<file path="src/rtl/key_input_pkg.sv">
// rtl/key_input_pkg.sv - key index map, debounce FSM encoding and counter sizing helpers
package key_input_pkg;

    localparam int KEY_UP    = 0;
    localparam int KEY_DOWN  = 1;
    localparam int KEY_LEFT  = 2;
    localparam int KEY_RIGHT = 3;

    localparam int KEY_DEBOUNCE_DEF = 500_000;

    typedef enum logic [1:0] {
        ST_IDLE       = 2'd0,
        ST_PRESS_PEND = 2'd1,
        ST_PRESSED    = 2'd2,
        ST_REL_PEND   = 2'd3
    } key_state_t;

    function automatic int max3(input int a, input int b, input int c);
        int m;
        m = (a > b) ? a : b;
        return (m > c) ? m : c;
    endfunction

    function automatic int cnt_width(input int max_val);
        return $clog2(max_val) + 1;
    endfunction

endpackage

</file>
<file path="src/rtl/key_debounce.sv">
// rtl/key_debounce.sv - one key: 2-FF sync, debounce FSM, press pulse register
// KEY_REPEAT_EN adds an auto-repeat counter while the key stays in PRESSED.
module key_debounce
    import key_input_pkg::*;
#(
    parameter int DEBOUNCE_CYC     = KEY_DEBOUNCE_DEF,
    parameter int KEY_ACTIVE_LOW   = 1,
    parameter int REPEAT_DELAY_CYC = 12_500_000,
    parameter int REPEAT_RATE_CYC  = 2_500_000
) (
    input  logic vga_clk,
    input  logic sys_rst_n,
    input  logic key_raw,
    output logic key_fire,
    output logic key_pulse,
    output logic key_held
);

    localparam int CNT_W = cnt_width(max3(DEBOUNCE_CYC, REPEAT_DELAY_CYC, REPEAT_RATE_CYC));
    localparam logic [CNT_W-1:0] DEB_LAST = CNT_W'(DEBOUNCE_CYC - 1);
    localparam logic [CNT_W-1:0] CNT_MAX  = {CNT_W{1'b1}};

    logic             raw_norm;
    logic [1:0]       sync_ff;
    logic             key_sync;
    key_state_t       state, next_state;
    logic [CNT_W-1:0] deb_cnt;
    logic             held_q;
    logic             rep_fire;

    assign raw_norm = (KEY_ACTIVE_LOW != 0) ? ~key_raw : key_raw;
    assign key_sync = sync_ff[1];

    always_ff @(posedge vga_clk or negedge sys_rst_n) begin
        if (!sys_rst_n) begin
            sync_ff <= 2'b00;
        end else begin
            sync_ff <= {sync_ff[0], raw_norm};
        end
    end

    always_ff @(posedge vga_clk or negedge sys_rst_n) begin
        if (!sys_rst_n) begin
            state <= ST_IDLE;
        end else begin
            state <= next_state;
        end
    end

    always_comb begin
        next_state = state;
        case (state)
            ST_IDLE:       if (key_sync) next_state = ST_PRESS_PEND;
            ST_PRESS_PEND: begin
                if (!key_sync)               next_state = ST_IDLE;
                else if (deb_cnt == DEB_LAST) next_state = ST_PRESSED;
            end
            ST_PRESSED:    if (!key_sync) next_state = ST_REL_PEND;
            ST_REL_PEND: begin
                if (key_sync)                next_state = ST_PRESSED;
                else if (deb_cnt == DEB_LAST) next_state = ST_IDLE;
            end
            default:       next_state = ST_IDLE;
        endcase
    end

    // The count only survives while sync agrees with the level being confirmed.
    always_ff @(posedge vga_clk or negedge sys_rst_n) begin
        if (!sys_rst_n) begin
            deb_cnt <= '0;
        end else begin
            case (state)
                ST_PRESS_PEND: deb_cnt <= !key_sync ? '0 : (deb_cnt != CNT_MAX) ? deb_cnt + 1'b1 : deb_cnt;
                ST_REL_PEND:   deb_cnt <=  key_sync ? '0 : (deb_cnt != CNT_MAX) ? deb_cnt + 1'b1 : deb_cnt;
                default:       deb_cnt <= '0;
            endcase
        end
    end

`ifdef KEY_REPEAT_EN
    localparam logic [CNT_W-1:0] REP_DELAY  = CNT_W'(REPEAT_DELAY_CYC);
    localparam logic [CNT_W-1:0] REP_RELOAD = CNT_W'(REPEAT_DELAY_CYC - REPEAT_RATE_CYC + 1);

    logic [CNT_W-1:0] rep_cnt;

    // REL_PEND freezes the count so a short release glitch does not restart the repeat delay.
    always_ff @(posedge vga_clk or negedge sys_rst_n) begin
        if (!sys_rst_n) begin
            rep_cnt <= '0;
        end else if (state == ST_PRESSED) begin
            if (rep_cnt == REP_DELAY)    rep_cnt <= REP_RELOAD;
            else if (rep_cnt != CNT_MAX) rep_cnt <= rep_cnt + 1'b1;
        end else if (state != ST_REL_PEND) begin
            rep_cnt <= '0;
        end
    end

    assign rep_fire = (state == ST_PRESSED) && (rep_cnt == REP_DELAY);
`else
    assign rep_fire = 1'b0;
`endif

    always_ff @(posedge vga_clk or negedge sys_rst_n) begin
        if (!sys_rst_n) begin
            held_q    <= 1'b0;
            key_pulse <= 1'b0;
        end else begin
            held_q    <= key_held;
            key_pulse <= key_fire;
        end
    end

    // First cycle of PRESSED coming from PRESS_PEND; a return from REL_PEND has held_q set.
    always_comb begin
        key_held = (state == ST_PRESSED) || (state == ST_REL_PEND);
        key_fire = ((state == ST_PRESSED) && !held_q) || rep_fire;
    end

endmodule

</file>
<file path="src/rtl/key_input.sv">
// rtl/key_input.sv - four debounced push-buttons to single-cycle key events
// KEY_REPEAT_EN (in key_debounce) enables auto-repeat on held keys.
module key_input
    import key_input_pkg::*;
#(
    parameter int DEBOUNCE_CYC     = KEY_DEBOUNCE_DEF,
    parameter int KEY_ACTIVE_LOW   = 1,
    parameter int REPEAT_DELAY_CYC = 12_500_000,
    parameter int REPEAT_RATE_CYC  = 2_500_000
) (
    input  logic       vga_clk,
    input  logic       sys_rst_n,
    input  logic [3:0] key_raw,
    output logic       key_up,
    output logic       key_down,
    output logic       key_left,
    output logic       key_right,
    output logic       key_press,
    output logic [3:0] key_held
);

    logic [3:0] key_fire;
    logic [3:0] key_pulse;

    for (genvar i = 0; i < 4; i++) begin : g_key
        key_debounce #(
            .DEBOUNCE_CYC     (DEBOUNCE_CYC),
            .KEY_ACTIVE_LOW   (KEY_ACTIVE_LOW),
            .REPEAT_DELAY_CYC (REPEAT_DELAY_CYC),
            .REPEAT_RATE_CYC  (REPEAT_RATE_CYC)
        ) u_key (
            .vga_clk   (vga_clk),
            .sys_rst_n (sys_rst_n),
            .key_raw   (key_raw[i]),
            .key_fire  (key_fire[i]),
            .key_pulse (key_pulse[i]),
            .key_held  (key_held[i])
        );
    end

    // Registered from the same fire terms as the per-key pulses, so it lines up with them.
    always_ff @(posedge vga_clk or negedge sys_rst_n) begin
        if (!sys_rst_n) begin
            key_press <= 1'b0;
        end else begin
            key_press <= |key_fire;
        end
    end

    assign key_up    = key_pulse[KEY_UP];
    assign key_down  = key_pulse[KEY_DOWN];
    assign key_left  = key_pulse[KEY_LEFT];
    assign key_right = key_pulse[KEY_RIGHT];

endmodule
</file>
<file path="config.mk">
export PLATFORM = sky130hd
export DESIGN_NAME = key_input
export DESIGN_NICKNAME = d
export VERILOG_FILES = /design/src/rtl/key_input_pkg.sv /design/src/rtl/key_debounce.sv /design/src/rtl/key_input.sv
export SDC_FILE = /design/constraint.sdc
export NUM_CORES = 1
export LEC_CHECK = 0
export BUFFER_PORTS_ARGS = -buffer_cell sky130_fd_sc_hd__buf_2
export CAP_MARGIN = 15
export CORE_MARGIN = 5
export CORE_UTILIZATION = 51
export CTS_CLUSTER_DIAMETER = 50
export DETAILED_ROUTE_END_ITERATION = 6
export HOLD_SLACK_MARGIN = 0.1
export PLACE_DENSITY = 0.7
export SKIP_LAST_GASP = 1
export SLEW_MARGIN = 20
export SYNTH_ARGS = -nofsm -noshare
export SYNTH_HDL_FRONTEND = slang
export SYNTH_SLANG_ARGS = --single-unit
</file>
<file path="constraint.sdc">
create_clock -name vga_clk -period 2.7 [get_ports vga_clk]
set_clock_uncertainty 0.15 [all_clocks]
set_input_delay 0.135 -clock vga_clk [delete_from_list [all_inputs] [get_ports vga_clk]]
set_output_delay 0.135 -clock vga_clk [all_outputs]
set_load 0.05 [all_outputs]
</file>
==> results of run 1 <==
-- logic make-up after synthesis --
logic type | Yosys count | synth area share, %
flops | 125 | 47.6
compound gates | 94 | 9.51
simple gates | 332 | 27.9
buf+inv | 52 | 3.77
fa+ha+maj | 4 | 0.762
mux | 6 | 0.991
xor+xnor | 71 | 9.47
-- power breakdown --
| part | internal, mW | switching (mW) | leakage [nW] |
|---|---|---|---|
| logic | 0.0302 | 0.0743 | 0.931 |
| clock network | 1.63 | 0.788 | 0.302 |
| registers | 1.89 | 0.0131 | 1.71 |
-- what timing repair did --
action | 4_1_cts | 5_1_grt
endpoints found under the hold margin | 129 | 0
hold buffers | 6 | 0
setup endpoints to repair | 0 | 0
resized for setup | 0 | 0
-- metal layers --
layer	track usage, %	up-vias	wire length, µm	share of wire [%]
met5	0	-	0	0
met4	6.78	0	180	1.3
met3	5.76	19	591	4.2
met2	31.1	101	6750	48
met1	26.4	2511	6410	46
li1	-	2490	-	-
-- metrics by stage --
stage | util, % | worst slack [ns] | cell area (µm²) | hold WS (ns) | instances
after floorplan | - | 0.641 | 6570 | -0.311 | 684
after global placement | 53.8 | 0.416 | 6780 | -0.0348 | 846
after detailed placement | 53.8 | 0.368 | 6780 | -0.0423 | 846
after CTS | 59.3 | 0.348 | 7480 | 0.135 | 882
after global routing | 59.3 | 0.121 | 7480 | 0.146 | 882
final | 59.3 | 0.324 | 7480 | 0.136 | 882
-- cells in the mapped netlist, types with 4 or more instances --
cell	instances	area (µm²)
sky130_fd_sc_hd__nor4_1	23	144
sky130_fd_sc_hd__o31ai_1	4	30.0
sky130_fd_sc_hd__a21oi_1	39	195
sky130_fd_sc_hd__o21ai_0	6	30.0
sky130_fd_sc_hd__a211oi_1	9	67.6
sky130_fd_sc_hd__o21ai_1	4	20.0
sky130_fd_sc_hd__mux2_2	4	45.0
sky130_fd_sc_hd__or3_1	12	75.1
sky130_fd_sc_hd__a31oi_1	10	62.6
sky130_fd_sc_hd__xor2_1	9	78.8
sky130_fd_sc_hd__and3_1	12	75.1
sky130_fd_sc_hd__inv_1	13	48.8
sky130_fd_sc_hd__dfrtp_1	125	3130
sky130_fd_sc_hd__nand4_1	31	194
sky130_fd_sc_hd__a21boi_0	4	30.0
sky130_fd_sc_hd__nand3_1	39	195
sky130_fd_sc_hd__clkbuf_1	20	75.1
sky130_fd_sc_hd__nor2_1	99	372
sky130_fd_sc_hd__or4_1	4	30.0
sky130_fd_sc_hd__nor3b_1	5	37.5
sky130_fd_sc_hd__and4_1	14	123
sky130_fd_sc_hd__nor4b_1	6	52.6
sky130_fd_sc_hd__xnor2_1	62	543
sky130_fd_sc_hd__nand2_1	46	173
sky130_fd_sc_hd__nor3_1	14	70.1
sky130_fd_sc_hd__buf_2	9	45.0
sky130_fd_sc_hd__ha_1	4	50.1
sky130_fd_sc_hd__buf_4	7	52.6
-- worst register-to-register path: cells and delay by family (launching register included) --
| kind | cells | cell delay [ns] |
|---|---|---|
| simple gates | 3 | 1.07 |
| flops | 1 | 0.40 |
| compound gates | 1 | 0.23 |
| fa+ha+maj | 1 | 0.20 |
| xor+xnor | 1 | 0.19 |
-- registers in the layout, indices dropped and copies added, names as in the netlist, named ones only --
register,flops
g_key.u_key.sync_ff,8
key_press,1
g_key.u_key.key_pulse,4
g_key.u_key.state,4
g_key.u_key.deb_cnt,100
g_key.u_key.held_q,4
-- path summary, 6_finish.rpt --
path	endpoint	slack, ns
max	g_key[1].u_key.deb_cnt[2]$_DFF_PN0_	0.32
min	g_key[2].u_key.deb_cnt[10]$_DFF_PN0_	0.14
max reg2reg	g_key[1].u_key.deb_cnt[2]$_DFF_PN0_	0.32
min reg2reg	g_key[2].u_key.sync_ff[1]$_DFF_PN0_	0.20
max in group asynchronous	g_key[0].u_key.deb_cnt[10]$_DFF_PN0_	1.91
min in group vga_clk	g_key[2].u_key.sync_ff[1]$_DFF_PN0_	0.20
-- cell type report --
| class | instances | share of cell area [%] |
|---|---|---|
| Clock buffer | 24 | 6.58 |
| Sequential cell | 125 | 41.8 |
| Timing Repair Buffer | 34 | 3.48 |
| Clock inverter | 6 | 1.77 |
| Multi-Input combinational cell | 507 | 42.8 |
| Tap cell | 172 | 2.88 |
| Inverter | 14 | 0.703 |
==> impl_results.rst, run 1 <==
.. list-table::
   :header-rows: 1

   * - Metric
     - Value
   * - Kind of cell with the highest combined delay on the critical path
     - simple AND/OR/NAND/NOR gates
   * - Top achievable clock speed
     - between 400 and 500 MHz
   * - Start point of the critical path
     - g_key[1].u_key.deb_cnt[0]$_DFF_PN0_
   * - Total congestion overflow
     - 0
   * - Cell Area, Synth
     - 6570 µm²
   * - Startpoint type of the worst setup path
     - flop
   * - Power density over cell area
     - 592 nW/µm²
   * - Required time of the critical path
     - 2.83 ns
   * - Routability congestion estimate
     - around 0.9
   * - Crit-path max FO
     - 18
   * - Count of cell types in the netlist
     - 57
   * - Half-perimeter wire length of the detailed placement result
     - 9270 µm
   * - Total number of vias
     - 5,121
   * - Via count of the first global-routing pass
     - 5,002
   * - Antenna violation net count after detailed routing
     - 0
   * - Number of buffers on the longest clock path
     - 2
   * - H-tree level count
     - 4
   * - Endpoints failing setup
     - 0
   * - CP Class
     - flop to flop
   * - Number of slew-limit violations in the final report
     - 0
   * - Number of sinks on the clock net
     - 125
   * - Critical R2R Launch
     - g_key[1].u_key.deb_cnt[0]$_DFF_PN0_
   * - Slowest Stage Delay on Critical Path
     - between 0.7 and 0.8 ns
   * - CTS buffer count
     - 17
   * - Final worst path period need
     - about 2.4 ns
   * - Number of input and output port buffers inserted
     - 14
   * - Number of cells on the worst reg-to-reg path
     - 6
   * - Data arrival, critical path
     - 2.51 ns
   * - NumNets Final
     - about 710
   * - Antenna cells
     - 0
   * - Worst-path cell chain
     - ha_1, and3_1, and4_1, a21boi_0, xnor2_1, nor2_1
   * - Slew at the pin closest to its max-slew limit
     - 0.962 ns
   * - Number of remaining DRC errors
     - 0
   * - Register bit count reported by yosys
     - 125
   * - Total power of the final layout
     - between 4 and 5 mW
   * - Via density
     - a little under 6
   * - Syn Inst Count
     - 684
   * - Leading cell type in the layout, fill and taps excluded
     - sky130_fd_sc_hd__dfrtp_1
   * - Number of buffer and inverter instances along the worst setup path
     - 0
   * - Largest voltage drop on the vdd net
     - 0.000469 V
   * - Die W
     - 123 µm
   * - Fill cell total of the finished layout
     - approximately 1.1k
   * - Hold Crit Class
     - input pin to asynchronous set/reset pin
   * - Wire length per cell after detailed routing
     - 15.8 µm
   * - Post-CTS clock slew at the launch and capture registers of the worst setup and hold paths
     - about 0.060 ns
   * - Final critical-path share of the clock period
     - 88.0%
   * - Starting density of the core
     - 52.0%
   * - Leading cell types in the layout, fill and taps excluded
     - sky130_fd_sc_hd__dfrtp_1 (125), sky130_fd_sc_hd__nor2_1 (99), sky130_fd_sc_hd__xnor2_1 (62)
   * - Number of hold violations in the final report
     - 0
   * - Area added between synthesis and finish
     - 13.9%
   * - Static power due to leakage
     - 2.95 nW
   * - Result of the run
     - finished, final reports clean
   * - Footprint of the multi-input gates
     - around 3200 µm²
   * - Die Ht
     - 123 µm
   * - Count of maximum capacitance violations
     - 0
   * - Share of cells above drive strength 1
     - between 10% and 20%
   * - Clock tree from TritonCTS
     - yes
   * - Number of warnings reported in the yosys synthesis log
     - 0
   * - Boundary pin count
     - 15
   * - Sequential area share after synthesis
     - between 40% and 50%
   * - Average cell area after synthesis
     - 9.60 µm²
   * - Critical path capture point type
     - flop
   * - Post-CTS Setup Repair Bufs
     - 0
   * - Maximum number of pins on one net before global-route repair
     - 43
   * - Unrepaired setup endpoints after global routing
     - false
   * - Library cell used as clock root buffer
     - sky130_fd_sc_hd__clkbuf_16
   * - Core region area
     - ~13,000 µm²
   * - Global-route wire length before repair
     - ~24,000 µm
   * - Post-Route WL
     - 13,900 µm
   * - Setup TNS after final layout
     - 0 ns
   * - Logic depth of the worst setup path including buffers
     - 6
   * - Overall routing resource usage
     - 19.8%
   * - Register area
     - 3130 µm²
   * - Drt first pass iters
     - 4
   * - DR iter-0 viols
     - 356
   * - Critical-path cell with the highest stage delay
     - sky130_fd_sc_hd__and4_1
   * - Predominant post-synthesis flop cell
     - sky130_fd_sc_hd__dfrtp_1
   * - Worst-case headroom to the max-slew limit
     - 35.9%
   * - Clock latency on the worst-skew pair
     - 0.42 ns
   * - Number of enable-type register cells in the synthesized netlist
     - 0
   * - Share of flip-flops with an asynchronous set or reset after synthesis
     - 100%
   * - Nets in the synthesized netlist
     - 694
   * - Area of the die
     - 15,200 µm²
   * - Std cell rows
     - 41
   * - Number of antenna violations at the first check in global routing
     - 0
No activity file was read; power rests on OpenSTA's default activity.
==> run 2: changes to the inputs <==
BUFFER_PORTS_ARGS = unset   (was -buffer_cell sky130_fd_sc_hd__buf_2)
DONT_BUFFER_PORTS = 1   (was unset)
PLACE_DENSITY = 0.69   (was 0.7)
clock period = 2.8 ns   (was 2.7 ns; I/O delays follow)
==> run 2 against run 1 <==
Compared with the run above:
- the flow now finishes with violations (negative hold slack)
- power decreased by 6.5%
- wire length down 2.4%
- sequential power shrank 3%
- die area is the same
- critical path depth did not move
- flip-flop and latch count stayed put
- global-route usage shrank 0.11 points
- worst setup slack better by 0.12 ns
- design area fell by 1.9%
- hold slack lost 0.87 ns
==> impl_results.rst, run 2 (same netlist as run 1, synthesis figures left out) <==
.. list-table::
   :header-rows: 1

   * - Metric
     - Value
   * - Number of antenna violations at the first check in global routing
     - 0 (unchanged)
   * - Die W
     - 123 µm (unchanged)
   * - Setup TNS after final layout
     - 0 ns (unchanged)
   * - Number of remaining DRC errors
     - 0 (unchanged)
   * - Antenna violation net count after detailed routing
     - 0 (unchanged)
   * - Register name with the most flops
     - g_key.u_key.deb_cnt
   * - Boundary pin count
     - 15 (unchanged)
   * - Power density over cell area
     - 564 nW/µm² (-4.7%)
   * - Proportion of total power due to net switching
     - 19.5% (-0.24 points)
   * - Data arrival, critical path
     - 2.49 ns (-0.02 ns)
   * - Die Ht
     - 123 µm (unchanged)
   * - Top achievable clock speed
     - 425 MHz (+1.0%)
   * - Total cell area at the placement stage
     - 6690 µm² (-1.4%)
   * - Total congestion overflow
     - 0 (unchanged)
   * - Critical path capture point type
     - flop
   * - # resized after CTS
     - 0 (unchanged)
   * - Share of cells above drive strength 1
     - 10.1% (-2.0 points)
   * - Start point of the critical path
     - g_key[1].u_key.deb_cnt[0]$_DFF_PN0_
   * - Post-CTS clock slew at the launch and capture registers of the worst setup and hold paths
     - 0.05 ns (about the same)
   * - Area added between synthesis and finish
     - 11.7%
   * - NumNets Final
     - 692 (-2.4%)
   * - Routability congestion estimate
     - 0.882 (-0.41%)
   * - Post-Route WL
     - 13,600 µm (-2.4%)
   * - Combinational group share of total power
     - 1.3% (-1.1 points)
   * - Critical R2R Launch
     - g_key[1].u_key.deb_cnt[0]$_DFF_PN0_
   * - Wire length per cell after detailed routing
     - 15.7 µm (-0.60%)
   * - Startpoint type of the worst setup path
     - flop
   * - Overall routing resource usage
     - 19.7% (-0.11 points)
   * - Leading cell type in the layout, fill and taps excluded
     - sky130_fd_sc_hd__dfrtp_1
   * - Pre-CTS worst setup slack
     - 0.454 ns (+0.0861 ns)
   * - Area of the die
     - 15,200 µm² (unchanged)
   * - Final core area utilization
     - 58.1% (-1.1 points)
   * - Number of sinks on the clock net
     - 125 (unchanged)
   * - CP Class
     - flop to flop
   * - Internal Dissipation
     - 3.33 mW (-6.3%)
   * - Number of hold violations in the final report
     - 125 (+125)
   * - DP Cell Count
     - 831 (-1.8%)
   * - Library cell used as clock root buffer
     - sky130_fd_sc_hd__clkbuf_16
   * - Slew at the pin closest to its max-slew limit
     - 0.699 ns (-0.263 ns)
   * - Fill cell total of the finished layout
     - 1,106 (-0.18%)
   * - Hold Crit Class
     - input pin to asynchronous set/reset pin
   * - Total number of vias
     - 5,128 (+0.14%)
   * - Leading cell types in the layout, fill and taps excluded
     - sky130_fd_sc_hd__dfrtp_1 (125), sky130_fd_sc_hd__nor2_1 (99), sky130_fd_sc_hd__xnor2_1 (62)
   * - H-tree level count
     - 4 (unchanged)
   * - Violations in the final reports
     - negative hold slack
   * - Unrepaired setup endpoints after global routing
     - false
   * - Post-CTS Setup Repair Bufs
     - 0 (unchanged)
   * - Half-perimeter wire length of the detailed placement result
     - 8920 µm (-3.7%)
   * - Static power due to leakage
     - 2.85 nW (-3.5%)
   * - Starting density of the core
     - 52.0% (unchanged)
   * - Clock Power Share
     - 54.3% (-0.3 points)
   * - Required time of the critical path
     - 2.94 ns (+0.11 ns)
   * - Core region area
     - 12,600 µm² (unchanged)
   * - Setup ws final
     - 0.448 ns (+0.123 ns)
   * - Registers with the most flip-flops
     - g_key.u_key.deb_cnt (100), g_key.u_key.sync_ff (8)
   * - Via count of the first global-routing pass
     - 4,985 (-0.34%)
   * - Count of maximum capacitance violations
     - 0 (unchanged)
   * - Register area
     - 3130 µm² (unchanged)
   * - Number of flip-flops in the largest register
     - 100 (unchanged)
   * - Drt first pass iters
     - 7 (+3)
   * - Global-route wire length before repair
     - 23,800 µm (-0.75%)
   * - Worst-case headroom to the max-slew limit
     - 53.4% (+18 points)
   * - Clock tree from TritonCTS
     - yes
   * - Final critical-path share of the clock period
     - 84.0% (-4.0 points)
   * - Count of hold-fix buffers inserted at cts
     - 4 (-2)
   * - Number of slew-limit violations in the final report
     - 0 (unchanged)
   * - CTS buffer count
     - 17 (unchanged)
   * - Final standard cell count with taps included and fillers excluded
     - 866 (-1.8%)
   * - Crit-path max FO
     - 18 (unchanged)
   * - Number of buffers on the longest clock path
     - 2 (unchanged)
   * - Result of the run
     - finished with violations
   * - Sw Pwr
     - 808 µW (-7.7%)
   * - Antenna cells
     - 0 (unchanged)
   * - Via density
     - 5.92 (+2.0%)
   * - Part of the power in registers
     - 44.4% (+1.4 points)
   * - Non-Filler Cell Area, Final
     - 7330 µm² (-1.9%)
   * - DR iter-0 viols
     - 446 (+25%)
   * - Endpoints failing setup
     - 0 (unchanged)
   * - Clock latency on the worst-skew pair
     - 0.42 ns (about the same)
   * - Largest voltage drop on the vdd net
     - 0.000428 V (-8.7%)
   * - Worst hold margin
     - -0.734 ns (-0.871 ns)
   * - Footprint of the multi-input gates
     - 3200 µm² (unchanged)
   * - Final worst path period need
     - 2.35 ns (-0.0235 ns)
   * - Maximum number of pins on one net before global-route repair
     - 126 (+190%)
   * - Std cell rows
     - 41 (unchanged)
   * - Number of input and output port buffers inserted
     - 0 (-14)
run 2: final timing paths:
| path | to | slack [ns] | cells after the start |
|---|---|---|---|
| hold reg to reg | g_key[0].u_key.sync_ff[1]$_DFF_PN0_ | 0.20 | 0 |
| setup reg to reg | g_key[1].u_key.deb_cnt[2]$_DFF_PN0_ | 0.45 | 6 |
| max in group asynchronous | g_key[3].u_key.deb_cnt[6]$_DFF_PN0_ | 3.04 | 0 |
| setup / recovery | g_key[1].u_key.deb_cnt[2]$_DFF_PN0_ | 0.45 | 6 |
| hold / removal | g_key[2].u_key.deb_cnt[11]$_DFF_PN0_ | -0.73 | 0 |
| min in group vga_clk | g_key[3].u_key.sync_ff[0]$_DFF_PN0_ | 0.16 | 2 |
run 2: layer usage:
layer | global-route usage [%] | routed length (µm) | vias up
li1 | - | - | 2459
met1 | 26.2 | 6160 | 2514
met2 | 31.1 | 6610 | 132
met3 | 5.03 | 594 | 23
met4 | 7.68 | 239 | 0
met5 | 0 | 0 | -
run 2: layout make-up:
type	instances	area share, %
flip-flops and latches	125	42.6
multi-input cells	507	43.6
repair buffers	17	1.88
clock buffers	25	6.76
clock inverters	6	1.47
well taps	172	2.93
inverters	14	0.716
run 2: power groups by stage:
stage	Clock, mW	Sequential [mW]	Combinational (mW)
finish	2.24	1.84	0.0548
global route	2.37	1.84	0.0619
CTS	2.28	1.84	0.0559
detailed placement	0	1.87	0.0512
global placement	0	1.87	0.0479
floorplan	0	1.86	0.0377
run 2: worst max-delay path, stage by stage, from the launching register on:
cell                       delay [ns]
sky130_fd_sc_hd__dfrtp_1         0.40
sky130_fd_sc_hd__ha_1            0.19
sky130_fd_sc_hd__and3_1          0.31
sky130_fd_sc_hd__and4_1          0.70
sky130_fd_sc_hd__a21boi_0        0.24
sky130_fd_sc_hd__xnor2_1         0.19
sky130_fd_sc_hd__nor2_1          0.06
run 2: through the flow:
stage                     power [mW]  hold WS (ns)
after global routing            4.27        -0.755
after floorplan                 1.90        -0.306
final                           4.14        -0.734
after CTS                       4.17        -0.748
after global placement          1.91        -0.299
after detailed placement        1.92        -0.298
==> run 3: changes to the inputs <==
ABC_AREA = 1   (was unset)
PLACE_DENSITY = 0.72   (was 0.69)
clock period = 2.1 ns   (was 2.8 ns; I/O delays follow)
==> run 3 against run 2 <==
Compared with the run above:
- the flow still finishes with violations (negative hold slack)
- flip-flop and latch count did not move
- largest power group unchanged
- hold slack got worse by 0.045 ns
- synthesized area rose by 14%
- final cell count rose by 46%
- critical endpoint is now g_key[2].u_key.deb_cnt[18]$_DFF_PN0_
==> impl_results.rst, run 3 <==
.. list-table::
   :header-rows: 1

   * - Metric
     - Value
   * - Nets in the synthesized netlist
     - 1,058 (+52%)
   * - Pre-CTS worst setup slack
     - 0.0777 ns (-0.377 ns)
   * - Area of the die
     - 17,200 µm² (+13%)
   * - Register name with the most flops
     - g_key.u_key.deb_cnt
   * - Register bit count reported by yosys
     - 125 (unchanged)
   * - Critical path capture point type
     - flop
   * - Number of slew-limit violations in the final report
     - 0 (unchanged)
   * - Count of cell types in the netlist
     - 35 (-39%)
   * - Startpoint type of the worst setup path
     - flop
   * - CTS buffer count
     - 17 (unchanged)
   * - Result of the run
     - finished with violations
   * - Number of warnings reported in the yosys synthesis log
     - 0 (unchanged)
   * - Count of maximum capacitance violations
     - 0 (unchanged)
   * - Largest family of logic cells by synthesized area
     - simple AND/OR/NAND/NOR gates
   * - Die W
     - 131 µm (+6.1%)
   * - Required time of the critical path
     - 2.32 ns (-0.62 ns)
   * - Antenna violation net count after detailed routing
     - 0 (unchanged)
   * - CP Class
     - flop to flop
   * - Leading cell types in the layout, fill and taps excluded
     - sky130_fd_sc_hd__nand2_1 (228), sky130_fd_sc_hd__nor2_1 (187), sky130_fd_sc_hd__inv_1 (155)
   * - H-tree level count
     - 4 (unchanged)
   * - Wire length per cell after detailed routing
     - 13.7 µm (-13%)
   * - Antenna cells
     - 0 (unchanged)
   * - Share of flip-flops with an asynchronous set or reset after synthesis
     - 100% (unchanged)
   * - Most area-consuming cells after synthesis
     - sky130_fd_sc_hd__dfrtp_1 (42%), sky130_fd_sc_hd__nand2_1 (11%), sky130_fd_sc_hd__nor2_1 (9.4%), sky130_fd_sc_hd__inv_1 (7.8%), sky130_fd_sc_hd__nand3_1 (5.0%)
   * - Number of hold violations in the final report
     - 125 (unchanged)
   * - Library cell occupying the most area in the post-synthesis netlist
     - sky130_fd_sc_hd__dfrtp_1
   * - Simple-gate portion of the synthesized area
     - 37.2% (+9.4 points)
   * - Drt first pass iters
     - 5 (-2)
   * - Hold Crit Class
     - input pin to asynchronous set/reset pin
   * - Endpoints failing setup
     - 0 (unchanged)
   * - Most numerous cell in the Yosys netlist
     - sky130_fd_sc_hd__nand2_1
   * - Power density over cell area
     - 656 nW/µm² (+16%)
   * - Half-perimeter wire length of the detailed placement result
     - 12,100 µm (+35%)
   * - Data arrival, critical path
     - 2.21 ns (-0.28 ns)
   * - Clock tree from TritonCTS
     - yes
   * - Unrepaired setup endpoints after global routing
     - true
   * - Top achievable clock speed
     - 502 MHz (+18%)
   * - Proportion of synthesized area in mux cells
     - 0% (-0.99 points)
   * - Worst-case headroom to the max-slew limit
     - 58.6% (+5.2 points)
   * - Final critical-path share of the clock period
     - 94.8% (+11 points)
   * - Core region area
     - 14,500 µm² (+15%)
   * - NumNets Final
     - 1,078 (+56%)
   * - Number of cells on the worst reg-to-reg path
     - 9 (+3)
   * - Number of sinks on the clock net
     - 125 (unchanged)
   * - Share of cells above drive strength 1
     - 9.71% (-0.37 points)
   * - Final worst path period need
     - 1.99 ns (-0.362 ns)
   * - Number of remaining DRC errors
     - 0 (unchanged)
   * - Syn Inst Count
     - 1,048 (+53%)
   * - Slew at the pin closest to its max-slew limit
     - 0.617 ns (-0.0825 ns)
   * - Crit-path max FO
     - 12 (-6)
   * - Setup ws final
     - 0.110 ns (-0.338 ns)
   * - DR iter-0 viols
     - 722 (+62%)
   * - Violations in the final reports
     - negative hold slack
   * - Number of antenna violations at the first check in global routing
     - 0 (unchanged)
   * - Average cell area after synthesis
     - 7.13 µm² (-26%)
   * - Count of hold-fix buffers inserted at cts
     - 4 (unchanged)
   * - Global-route wire length before repair
     - 29,000 µm (+22%)
   * - Adder and majority gate portion of the synthesized area
     - 0.670% (-0.092 points)
   * - Routability congestion estimate
     - 0.957 (+8.4%)
   * - Largest voltage drop on the vdd net
     - 0.000578 V (+35%)
   * - Post-CTS clock slew at the launch and capture registers of the worst setup and hold paths
     - 0.06 ns (about the same)
   * - Clock latency on the worst-skew pair
     - 0.43 ns (about the same)
   * - Predominant post-synthesis flop cell
     - sky130_fd_sc_hd__dfrtp_1
   * - Static power due to leakage
     - 3.69 nW (+30%)
   * - Std cell rows
     - 44 (+7.3%)
   * - Worst hold margin
     - -0.779 ns (-0.0451 ns)
   * - Number of enable-type register cells in the synthesized netlist
     - 0 (unchanged)
   * - Number of flip-flops in the largest register
     - 100 (unchanged)
   * - Via count of the first global-routing pass
     - 6,135 (+23%)
   * - Boundary pin count
     - 15 (unchanged)
   * - Die Ht
     - 131 µm (+6.1%)
   * - Total number of vias
     - 6,692 (+30%)
   * - Overall routing resource usage
     - 21.1% (+1.4 points)
   * - Fraction of the mapped netlist area in compound gates
     - 9.59% (+0.088 points)
   * - Area share of xor/xnor cells in the synthesized design
     - 0.469% (-9.0 points)
   * - Post-Route WL
     - 17,300 µm (+27%)
   * - Starting density of the core
     - 51.6% (-0.44 points)
   * - Number of input and output port buffers inserted
     - 0 (unchanged)
   * - Library cell used as clock root buffer
     - sky130_fd_sc_hd__clkbuf_16
   * - Maximum number of pins on one net before global-route repair
     - 126 (unchanged)
   * - Cell Area, Synth
     - 7470 µm² (+14%)
   * - Leading cell type in the layout, fill and taps excluded
     - sky130_fd_sc_hd__nand2_1
   * - Sequential area share after synthesis
     - 41.9% (-5.8 points)
   * - Via density
     - 5.29 (-11%)
   * - Top cells by count, synth
     - sky130_fd_sc_hd__nand2_1 (228), sky130_fd_sc_hd__nor2_1 (187), sky130_fd_sc_hd__inv_1 (155)
   * - Area added between synthesis and finish
     - 11.6% (about the same)
   * - Area share of the largest cell type after synthesis
     - 41.9% (-5.8 points)
   * - Final core area utilization
     - 57.6% (-0.52 points)
   * - Number of buffers on the longest clock path
     - 2 (unchanged)
   * - Total congestion overflow
     - 0 (unchanged)
   * - Registers with the most flip-flops
     - g_key.u_key.deb_cnt (100), g_key.u_key.sync_ff (8)
[run 3: cell count changes in the layout (fill, tap and decap cells not counted), moves of 13 or more]
cell                       previous run  this run
sky130_fd_sc_hd__a31oi_1             10        38
sky130_fd_sc_hd__and4_1              14         0
sky130_fd_sc_hd__nand2_1             46       228
sky130_fd_sc_hd__inv_1               13       155
sky130_fd_sc_hd__o21ai_0              6        41
sky130_fd_sc_hd__nor2_1              99       187
sky130_fd_sc_hd__nand3_1             39        75
sky130_fd_sc_hd__xnor2_1             62         4
sky130_fd_sc_hd__nand4_1             31        18
sky130_fd_sc_hd__nand3b_1             2        19
sky130_fd_sc_hd__nor4_1              22         0
[run 3: cell type report]
cell class                      instances  area (µm²)
Tap cell                              184         230
Fill cell                            1336        6140
Clock inverter                         15         163
Timing Repair Buffer                   21         168
Clock buffer                           17         425
Sequential cell                       125        3130
Multi-Input combinational cell        744        3630
Inverter                              159         597
[run 3: cells by family (layout without fill, tap and decap cells)]
group / Yosys count / count (layout)
DFF: 125 / 125
adders and majority gates: 4 / 4
buffers and inverters: 182 / 212
xor gates and xnor gates: 4 / 4
and+or+nand+nor: 602 / 605
AOI/OAI and AO/OA: 131 / 131
[run 3: path summary, 6_finish.rpt]
kind                                                     start                              endpoint  slack, ns
setup / recovery           g_key[2].u_key.deb_cnt[0]$_DFF_PN0_  g_key[2].u_key.deb_cnt[18]$_DFF_PN0_       0.11
hold / removal                                       sys_rst_n   g_key[2].u_key.deb_cnt[3]$_DFF_PN0_      -0.78
setup reg to reg           g_key[2].u_key.deb_cnt[0]$_DFF_PN0_  g_key[2].u_key.deb_cnt[18]$_DFF_PN0_       0.11
hold reg to reg            g_key[0].u_key.sync_ff[0]$_DFF_PN0_   g_key[0].u_key.sync_ff[1]$_DFF_PN0_       0.19
max in group asynchronous                            sys_rst_n  g_key[1].u_key.deb_cnt[10]$_DFF_PN0_       2.43
min in group vga_clk                                key_raw[3]   g_key[3].u_key.sync_ff[0]$_DFF_PN0_       0.12
[run 3: power by group]
group | total, mW | leakage, nW | internal (mW) | switching [mW]
sequential | 2.44 | 1.71 | 2.43 | 0.0158
combinational | 0.0816 | 1.70 | 0.0303 | 0.0513
clock | 2.95 | 0.281 | 1.76 | 1.19
[run 3: per-stage QoR]
stage,instances,total power [mW],setup TNS [ns],cell area [µm²]
final,1265,5.47,0,8340
after CTS,1262,5.51,0,8300
after floorplan,1048,2.54,0,7470
after global placement,1226,2.56,0,7670
after detailed placement,1226,2.56,0,7670
after global routing,1265,5.64,-0.0258,8340
[run 3: layer usage]
layer,global-route usage [%],up-vias,routed length [µm]
met5,0,-,0
met4,6.90,0,250
met3,4.67,20,902
met2,32.6,192,7960
met1,29.5,3085,8230
li1,-,3395,-
[run 3: worst max-delay path, cell delays in order (launching register included)]
cell and delay [ns]:
sky130_fd_sc_hd__dfrtp_1 0.44, sky130_fd_sc_hd__ha_2 0.25, sky130_fd_sc_hd__inv_1 0.08, sky130_fd_sc_hd__nor2_4 0.14
sky130_fd_sc_hd__nand2_2 0.13, sky130_fd_sc_hd__nor2_8 0.19, sky130_fd_sc_hd__nand3_2 0.27, sky130_fd_sc_hd__nand3b_1 0.19
sky130_fd_sc_hd__nand2_1 0.06, sky130_fd_sc_hd__inv_1 0.04
[run 3: what timing repair did]
item | CTS | global route
buffers inserted | 0 | 0
hold endpoints to repair | 129 | 125
resized for setup | 0 | 4
setup endpoints to repair | 0 | 54
